### config.mk
export PLATFORM = sky130hd
export DESIGN_NAME = ecc_apb_driver_flat
export DESIGN_NICKNAME = d
export VERILOG_FILES = /design/src/rtl/ecc_apb_driver_if.sv /design/src/rtl/ecc_apb_driver.sv /design/src/flat_wrapper.sv
export SDC_FILE = /design/constraint.sdc
export NUM_CORES = 1
export LEC_CHECK = 0
export CAP_MARGIN = 10
export CORE_UTILIZATION = 42
export CTS_CLUSTER_DIAMETER = 80
export DETAILED_ROUTE_END_ITERATION = 10
export PLACE_DENSITY = 0.77
export SYNTH_ARGS = -nofsm -noshare
export SYNTH_HDL_FRONTEND = slang
export SYNTH_SLANG_ARGS = --single-unit
### constraint.sdc
create_clock -name clk -period 1.91 [get_ports clk]
set_input_delay 0.191 -clock clk [delete_from_list [all_inputs] [get_ports clk]]
set_output_delay 0.191 -clock clk [all_outputs]
set_load 0.02 [all_outputs]
### src/rtl/ecc_apb_driver_if.sv
// Command/response, APB and slave-status bundle between ecc_apb_driver (master) and its environment.
// Build option ECC_APB_READBACK_EN adds the readback_err response bit.
interface ecc_apb_driver_if #(
    parameter int unsigned AMBA_ADDR_WIDTH = 32,
    parameter int unsigned AMBA_WORD       = 32,
    parameter int unsigned DATA_WIDTH      = 32
);
    logic                       cmd_valid;
    logic                       cmd_ready;
    logic [1:0]                 cmd_type;
    logic [1:0]                 cmd_width;
    logic [DATA_WIDTH-1:0]      cmd_data;
    logic [DATA_WIDTH-1:0]      cmd_noise;

    logic [AMBA_ADDR_WIDTH-1:0] paddr;
    logic [AMBA_WORD-1:0]       pwdata;
    logic                       psel;
    logic                       penable;
    logic                       pwrite;
    logic [AMBA_WORD-1:0]       prdata;

    logic                       operation_done;
    logic [DATA_WIDTH-1:0]      data_out;
    logic [1:0]                 num_of_errors;

    logic                       rsp_valid;
    logic [DATA_WIDTH-1:0]      rsp_data;
    logic [1:0]                 rsp_num_err;
    logic                       rsp_timeout;
`ifdef ECC_APB_READBACK_EN
    logic                       readback_err;
`endif

    modport master (
        input  cmd_valid, cmd_type, cmd_width, cmd_data, cmd_noise,
        input  prdata, operation_done, data_out, num_of_errors,
        output cmd_ready, paddr, pwdata, psel, penable, pwrite,
        output rsp_valid, rsp_data, rsp_num_err, rsp_timeout
`ifdef ECC_APB_READBACK_EN
        , output readback_err
`endif
    );

    modport slave (
        output cmd_valid, cmd_type, cmd_width, cmd_data, cmd_noise,
        output prdata, operation_done, data_out, num_of_errors,
        input  cmd_ready, paddr, pwdata, psel, penable, pwrite,
        input  rsp_valid, rsp_data, rsp_num_err, rsp_timeout
`ifdef ECC_APB_READBACK_EN
        , input readback_err
`endif
    );
endinterface

### src/rtl/ecc_apb_driver.sv
// APB initiator: one ECC operation per command (DATA_IN, CODEWORD_WIDTH, NOISE, CTRL writes, then wait for done).
// Build option ECC_APB_READBACK_EN reads back the three data registers after CTRL and flags differences.
module ecc_apb_driver #(
    parameter int unsigned AMBA_ADDR_WIDTH = 32,
    parameter int unsigned AMBA_WORD       = 32,
    parameter int unsigned DATA_WIDTH      = 32,
    parameter int unsigned TIMEOUT_CYCLES  = 1024
) (
    input  logic             clk,
    input  logic             rst,
    ecc_apb_driver_if.master bus
);
    localparam int unsigned CNT_W = ($clog2(TIMEOUT_CYCLES) > 0) ? $clog2(TIMEOUT_CYCLES) : 1;
`ifdef ECC_APB_READBACK_EN
    localparam logic [2:0] LAST_IDX = 3'd6;
`else
    localparam logic [2:0] LAST_IDX = 3'd3;
`endif

    typedef enum logic [2:0] {S_IDLE, S_SETUP, S_ACCESS, S_WAIT, S_RESP} state_t;

    state_t                     r_state;
    logic [2:0]                 r_idx;
    logic [1:0]                 r_type;
    logic [1:0]                 r_width;
    logic [DATA_WIDTH-1:0]      r_data;
    logic [DATA_WIDTH-1:0]      r_noise;
    logic [CNT_W-1:0]           r_cnt;
    logic                       r_cmd_ready;
    logic [AMBA_ADDR_WIDTH-1:0] r_paddr;
    logic [AMBA_WORD-1:0]       r_pwdata;
    logic                       r_psel;
    logic                       r_penable;
    logic                       r_pwrite;
    logic                       r_rsp_valid;
    logic [DATA_WIDTH-1:0]      r_rsp_data;
    logic [1:0]                 r_rsp_num_err;
    logic                       r_rsp_timeout;
    logic [2:0]                 w_next_idx;
`ifdef ECC_APB_READBACK_EN
    logic                       r_rb_err;
    logic                       r_readback_err;
`else
    logic                       w_unused;
`endif

    // Transfer slots 0..3 write DATA_IN, CODEWORD_WIDTH, NOISE, CTRL; slots 4..6 read back slots 0..2.
    function automatic logic [AMBA_ADDR_WIDTH-1:0] reg_addr(input logic [1:0] idx);
        case (idx)
            2'd0:    return AMBA_ADDR_WIDTH'(32'h04);
            2'd1:    return AMBA_ADDR_WIDTH'(32'h08);
            2'd2:    return AMBA_ADDR_WIDTH'(32'h0C);
            default: return AMBA_ADDR_WIDTH'(32'h00);
        endcase
    endfunction

    function automatic logic [AMBA_WORD-1:0] reg_wdata(input logic [1:0] idx, input logic [1:0] typ,
                                                       input logic [1:0] width,
                                                       input logic [DATA_WIDTH-1:0] data,
                                                       input logic [DATA_WIDTH-1:0] noise);
        case (idx)
            2'd0:    return AMBA_WORD'(data);
            2'd1:    return AMBA_WORD'(width);
            2'd2:    return AMBA_WORD'(noise);
            default: return AMBA_WORD'(typ - 2'd1);
        endcase
    endfunction

    assign w_next_idx = r_idx + 3'd1;

    always_ff @(posedge clk or negedge rst) begin
        if (!rst) begin
            r_state       <= S_IDLE;
            r_idx         <= '0;
            r_type        <= '0;
            r_width       <= '0;
            r_data        <= '0;
            r_noise       <= '0;
            r_cnt         <= '0;
            r_cmd_ready   <= 1'b1;
            r_paddr       <= '0;
            r_pwdata      <= '0;
            r_psel        <= 1'b0;
            r_penable     <= 1'b0;
            r_pwrite      <= 1'b0;
            r_rsp_valid   <= 1'b0;
            r_rsp_data    <= '0;
            r_rsp_num_err <= '0;
            r_rsp_timeout <= 1'b0;
`ifdef ECC_APB_READBACK_EN
            r_rb_err       <= 1'b0;
            r_readback_err <= 1'b0;
`endif
        end else begin
            case (r_state)
                S_IDLE: begin
                    if (bus.cmd_valid && r_cmd_ready) begin
                        r_type      <= bus.cmd_type;
                        r_width     <= bus.cmd_width;
                        r_data      <= bus.cmd_data;
                        r_noise     <= bus.cmd_noise;
                        r_cmd_ready <= 1'b0;
`ifdef ECC_APB_READBACK_EN
                        r_rb_err    <= 1'b0;
`endif
                        if (bus.cmd_type == 2'd0) begin
                            // Nothing to do: answer straight away with an empty response.
                            r_state       <= S_RESP;
                            r_rsp_valid   <= 1'b1;
                            r_rsp_data    <= '0;
                            r_rsp_num_err <= '0;
                            r_rsp_timeout <= 1'b0;
`ifdef ECC_APB_READBACK_EN
                            r_readback_err <= 1'b0;
`endif
                        end else begin
                            r_state   <= S_SETUP;
                            r_idx     <= '0;
                            r_psel    <= 1'b1;
                            r_penable <= 1'b0;
                            r_pwrite  <= 1'b1;
                            r_paddr   <= reg_addr(2'd0);
                            r_pwdata  <= reg_wdata(2'd0, bus.cmd_type, bus.cmd_width,
                                                   bus.cmd_data, bus.cmd_noise);
                        end
                    end
                end
                S_SETUP: begin
                    r_penable <= 1'b1;
                    r_state   <= S_ACCESS;
                end
                S_ACCESS: begin
`ifdef ECC_APB_READBACK_EN
                    if (r_idx[2] && (bus.prdata != reg_wdata(r_idx[1:0], r_type, r_width, r_data, r_noise))) begin
                        r_rb_err <= 1'b1;
                    end
`endif
                    r_penable <= 1'b0;
                    if (r_idx == LAST_IDX) begin
                        r_psel  <= 1'b0;
                        r_cnt   <= '0;
                        r_state <= S_WAIT;
                    end else begin
                        r_idx    <= w_next_idx;
                        r_pwrite <= ~w_next_idx[2];
                        r_paddr  <= reg_addr(w_next_idx[1:0]);
                        if (!w_next_idx[2]) begin
                            r_pwdata <= reg_wdata(w_next_idx[1:0], r_type, r_width, r_data, r_noise);
                        end
                        r_state  <= S_SETUP;
                    end
                end
                S_WAIT: begin
                    // Completion takes priority over the last timeout cycle.
                    if (bus.operation_done) begin
                        r_rsp_valid   <= 1'b1;
                        r_rsp_data    <= bus.data_out;
                        r_rsp_num_err <= bus.num_of_errors;
                        r_rsp_timeout <= 1'b0;
`ifdef ECC_APB_READBACK_EN
                        r_readback_err <= r_rb_err;
`endif
                        r_state       <= S_RESP;
                    end else if (r_cnt == CNT_W'(TIMEOUT_CYCLES - 1)) begin
                        r_rsp_valid   <= 1'b1;
                        r_rsp_data    <= '0;
                        r_rsp_num_err <= '0;
                        r_rsp_timeout <= 1'b1;
`ifdef ECC_APB_READBACK_EN
                        r_readback_err <= r_rb_err;
`endif
                        r_state       <= S_RESP;
                    end else begin
                        r_cnt <= r_cnt + CNT_W'(1);
                    end
                end
                S_RESP: begin
                    r_rsp_valid <= 1'b0;
                    r_cmd_ready <= 1'b1;
                    r_state     <= S_IDLE;
                end
                default: r_state <= S_IDLE;
            endcase
        end
    end

    assign bus.cmd_ready   = r_cmd_ready;
    assign bus.paddr       = r_paddr;
    assign bus.pwdata      = r_pwdata;
    assign bus.psel        = r_psel;
    assign bus.penable     = r_penable;
    assign bus.pwrite      = r_pwrite;
    assign bus.rsp_valid   = r_rsp_valid;
    assign bus.rsp_data    = r_rsp_data;
    assign bus.rsp_num_err = r_rsp_num_err;
    assign bus.rsp_timeout = r_rsp_timeout;
`ifdef ECC_APB_READBACK_EN
    assign bus.readback_err = r_readback_err;
`else
    assign w_unused = ^bus.prdata;
`endif
endmodule

### src/flat_wrapper.sv
// flat-port wrapper written by rule: the top's interface ports become plain ports
module ecc_apb_driver_flat 
#(
    parameter int unsigned AMBA_ADDR_WIDTH = 32,
    parameter int unsigned AMBA_WORD       = 32,
    parameter int unsigned DATA_WIDTH      = 32,
    parameter int unsigned TIMEOUT_CYCLES  = 1024
)
  (clk, rst, bus_cmd_valid, bus_cmd_type, bus_cmd_width, bus_cmd_data, bus_cmd_noise, bus_prdata, bus_operation_done, bus_data_out, bus_num_of_errors, bus_cmd_ready, bus_paddr, bus_pwdata, bus_psel, bus_penable, bus_pwrite, bus_rsp_valid, bus_rsp_data, bus_rsp_num_err, bus_rsp_timeout);
  ecc_apb_driver_if #(.AMBA_ADDR_WIDTH(AMBA_ADDR_WIDTH), .AMBA_WORD(AMBA_WORD), .DATA_WIDTH(DATA_WIDTH)) bus_i ();
  input  logic clk;
  input  logic rst;
  input wire logic [$bits(bus_i.cmd_valid)-1:0] bus_cmd_valid;
  input wire logic [$bits(bus_i.cmd_type)-1:0] bus_cmd_type;
  input wire logic [$bits(bus_i.cmd_width)-1:0] bus_cmd_width;
  input wire logic [$bits(bus_i.cmd_data)-1:0] bus_cmd_data;
  input wire logic [$bits(bus_i.cmd_noise)-1:0] bus_cmd_noise;
  input wire logic [$bits(bus_i.prdata)-1:0] bus_prdata;
  input wire logic [$bits(bus_i.operation_done)-1:0] bus_operation_done;
  input wire logic [$bits(bus_i.data_out)-1:0] bus_data_out;
  input wire logic [$bits(bus_i.num_of_errors)-1:0] bus_num_of_errors;
  output wire logic [$bits(bus_i.cmd_ready)-1:0] bus_cmd_ready;
  output wire logic [$bits(bus_i.paddr)-1:0] bus_paddr;
  output wire logic [$bits(bus_i.pwdata)-1:0] bus_pwdata;
  output wire logic [$bits(bus_i.psel)-1:0] bus_psel;
  output wire logic [$bits(bus_i.penable)-1:0] bus_penable;
  output wire logic [$bits(bus_i.pwrite)-1:0] bus_pwrite;
  output wire logic [$bits(bus_i.rsp_valid)-1:0] bus_rsp_valid;
  output wire logic [$bits(bus_i.rsp_data)-1:0] bus_rsp_data;
  output wire logic [$bits(bus_i.rsp_num_err)-1:0] bus_rsp_num_err;
  output wire logic [$bits(bus_i.rsp_timeout)-1:0] bus_rsp_timeout;
  assign bus_i.cmd_valid = bus_cmd_valid;
  assign bus_i.cmd_type = bus_cmd_type;
  assign bus_i.cmd_width = bus_cmd_width;
  assign bus_i.cmd_data = bus_cmd_data;
  assign bus_i.cmd_noise = bus_cmd_noise;
  assign bus_i.prdata = bus_prdata;
  assign bus_i.operation_done = bus_operation_done;
  assign bus_i.data_out = bus_data_out;
  assign bus_i.num_of_errors = bus_num_of_errors;
  assign bus_cmd_ready = bus_i.cmd_ready;
  assign bus_paddr = bus_i.paddr;
  assign bus_pwdata = bus_i.pwdata;
  assign bus_psel = bus_i.psel;
  assign bus_penable = bus_i.penable;
  assign bus_pwrite = bus_i.pwrite;
  assign bus_rsp_valid = bus_i.rsp_valid;
  assign bus_rsp_data = bus_i.rsp_data;
  assign bus_rsp_num_err = bus_i.rsp_num_err;
  assign bus_rsp_timeout = bus_i.rsp_timeout;
  ecc_apb_driver #(.AMBA_ADDR_WIDTH(AMBA_ADDR_WIDTH), .AMBA_WORD(AMBA_WORD), .DATA_WIDTH(DATA_WIDTH), .TIMEOUT_CYCLES(TIMEOUT_CYCLES)) u_core (.clk(clk), .rst(rst), .bus(bus_i));
endmodule
==> results.txt <==
----------------------------------------------------
[Final layout]
  Ant diodes ... 0
  Footprint of the flip-flops and latches ... between 3000 and 4000 um2
  Ratio of cells with drive above 1 in the final layout ... 25.8%
  Final-layout fill cell count ... ~1300
  Synth-to-Final Area Change ... 42.2%
  Number of nets in the layout ... 962
  Area of combinational cells with multiple inputs ... between 2000 and 3000 um2
  Commonest non-fill, non-tap cells in the layout ... clkdlybuf4s50_1 (177), dfrtp_1 (156), mux2_2 (65)
  Commonest non-fill, non-tap cell in the layout ... clkdlybuf4s50_1

[Worst hold path]
  Type of the tightest min-delay check ... in2async

[STA]
  Final slew viol count ... 0
  Slew at the pin closest to its max-slew limit ... 0.491 ns
  Sum of negative setup slack ... 0 ns
  Tmin final ... around 1.9 ns
  Rel. slew slack ... 66.9%
  Final cycle utilization of the critical path ... 97.3%
  Max Clk Rate ... ~540 MHz
  Setup violations, final ... 0
  Total count of hold-check failures in the final report ... 0
  Worst Skew ... 0.0102 ns
  Unrepaired setup endpoints after global routing ... no

[Placed design]
  Count of input and output buffers ... between 150 and 200
  Post-DP HPWL ... 12.0 mm
  Last weighted congestion value of the routability-driven placer ... approximately 0.84

[Route]
  Post-DR wirelength/cell ... 17.4 um
  Count of TritonRoute iterations in the first routing pass ... 5
  Initial detailed-routing violation count ... 221
  Via total after detailed routing ... 5469
  Remaining number of nets flagged by the antenna check after routing ... 0
  Post-route DRC violation count ... 0
  Via density per instance ... between 5 and 6
  Sum of routed wire length over all layers ... 18.2 mm

[Yosys]
  Mapped Area ... 7330 um2
  Avg Inst Size Synth ... 12.1 um2
  Share of synthesized registers carrying an async set or reset ... 100%
  Number of warnings printed during yosys synthesis ... 0
  Proportion of synthesized chip area in sequential cells ... 54.0%
  Distinct cell type count after synthesis ... 55
  Dominant register cell in the synthesized netlist ... dfrtp_1
  Post-synthesis sequential element count ... 158
  Cell count after synthesis ... 604
  Number of enable flip-flop cells after synthesis ... 0

[Floorplan]
  Die Ht ... 134 um
  Placeable core region ... 16800 um2
  Horizontal die dimension ... 134 um
  Die footprint ... 18000 um2
  Total number of placement rows ... 47
  Effective utilization at floorplan ... 43.6%
  Number of I/O pins ... about 240

[Global routing]
  First-pass GRT wire length ... 29.1 mm
  Vias in the first global route ... 5655
  Antenna violations before repair ... 0
  Pin count of the biggest net entering global routing ... 47
  Global Route Usage Sum ... between 20% and 30%
  Total overflow reported by the global router ... 0

[Critical path]
  Capturing element type of the critical path ... flop
  Data arrival at the endpoint of the critical path ... 2.16 ns
  Critical setup path kind ... reg2reg
  Type of origin of the critical path ... flop
  Worst Path Required ... around 2.2 ns
  Critical path peak fanout ... 24

[CTS]
  Clock latency on the worst-skew pair ... 0.42 ns
  H-tree Lvls ... 4
  Total clock buffers created by CTS ... 17
  Number of clock sinks ... 158
  Buffers from clock root to sink, at most ... 2
  Worst-path clk slew ... 0.06 ns
  CTS tree ... yes
  CTS root buffer ... clkbuf_16

[Pwr]
  P per Cell Area ... 742 nW/um2
  Max VDD drop ... roughly 0.00063 V
  Overall Power ... 7730 uW
  Leakage dissipation ... between 0.005 and 0.006 uW

[Flow run]
  Total of max-cap violations ... 0

[Outcome]
  Result of the run ... finished clean

----------------------------------------------------
## final timing paths
kind | start | to | slack (ns) | depth (start not counted)
worst max register to register | u_core.r_state[0] | u_core.r_data[21] | 0.05 | 4
worst max-delay path | u_core.r_state[0] | u_core.r_data[21] | 0.05 | 4
worst min-delay path | rst | u_core.r_cnt[0] | 0.26 | 2
max in group asynchronous | rst | u_core.r_data[8] | 1.03 | 3
min in group clk | bus_data_out[23] | u_core.bus.rsp_data[23] | 0.37 | 2
worst min register to register | u_core.bus.pwrite | u_core.bus.pwrite | 0.49 | 1
## final cells by class
| class | count | share of cell area (%) |
|---|---|---|
| multi-input cells | 365 | 28.7 |
| clock buffers | 21 | 4.61 |
| well taps | 220 | 2.64 |
| clock inverters | 11 | 1.69 |
| inverters | 42 | 1.51 |
| repair buffers | 233 | 22.9 |
| flip-flops and latches | 158 | 38.0 |
## worst max-delay path: stages (launching register included)
cell     delay, ns
dfrtp_1       0.37
or3b_4        0.40
or3b_4        0.40
buf_4         0.24
mux2_2        0.31
## through the flow
stage / utilization (%) / std cells / setup slack [ns] / hold WS [ns] / cell area (um2)
after detailed placement: 56.8 / 1010 / -0.222 / 0.160 / 9550
after global routing: 61.9 / 1050 / 0.00574 / 0.288 / 10400
after global placement: 56.8 / 1010 / -0.205 / 0.157 / 9550
final: 61.9 / 1050 / 0.0513 / 0.255 / 10400
after floorplan: - / 633 / -0.133 / -0.105 / 7450
after CTS: 61.3 / 1045 / 0.00550 / 0.267 / 10300
## cell families (layout without fill, tap and decap cells)
kind of cell / count (synthesis) / count (layout) / synth area share [%]
AOI/OAI and AO/OA: 140 / 140 / 15.0
xor gates and xnor gates: 1 / 1 / 0.120
adders and majority gates: 7 / 7 / 1.20
buffers and inverters: 110 / 307 / 7.94
DFF: 158 / 158 / 54.0
muxes: 107 / 107 / 16.3
other: 1 / 30 / 0.0512
and+or+nand+nor: 80 / 80 / 5.31
## layer usage
layer  wire, um  up-vias  GRT usage (%)
met1       7750     2696           26.7
li1           -     2557              -
met4        278        0           8.36
met5          0        -              0
met2       8730      195           33.5
met3       1470       21           6.88
## power by group
group / switching [uW] / total (uW) / internal, uW
clock: 1400 / 3750 / 2340
sequential: 23.2 / 3410 / 3380
combinational: 258 / 578 / 320
## what timing repair did
action                                  in CTS  in global routing
resized for setup                            8                  8
endpoints found under the setup margin      71                 32
setup buffers                                0                  3
hold buffers                                 1                  0
pin swaps                                    3                  3
hold endpoints to repair                    41                  0
cloned                                       2                  2
## synthesized netlist by cell type (3+ instances only)
cell	number	area share, %
buf_4	30	3.1
ha_1	7	1.2
nor2b_1	3	0.26
a22oi_1	30	3.1
o22ai_1	30	2.6
mux2_4	9	1.8
o211ai_1	3	0.31
inv_1	42	2.2
a22o_2	34	4.6
mux2_2	65	10
a21oi_1	9	0.61
buf_6	6	0.92
o21ai_0	8	0.55
nand3_1	5	0.34
dfrtp_1	157	54
a21o_1	4	0.41
nor3_1	3	0.20
clkbuf_1	23	1.2
buf_2	9	0.61
o41ai_1	3	0.36
nor3b_1	4	0.41
nor2_1	40	2.0
mux2i_1	33	4.5
nand2_1	9	0.46
## flip-flops by register name, summed over array words and instances, names as in the netlist
signal	flops
u_core.bus.pwrite	1
u_core.bus.rsp_timeout	1
u_core.bus.paddr	2
u_core.bus.rsp_data	32
u_core.r_type	2
u_core.r_data	32
u_core.r_cnt	10
u_core.r_noise	32
u_core.bus.rsp_num_err	2
u_core.r_idx	3
u_core.bus.psel	1
u_core.r_width	2
u_core.r_state	3
u_core.bus.pwdata	32
u_core.bus.penable	1
u_core.bus.rsp_valid	1
u_core.bus.cmd_ready	1
Note: power is estimated with default switching activity, not from simulation.
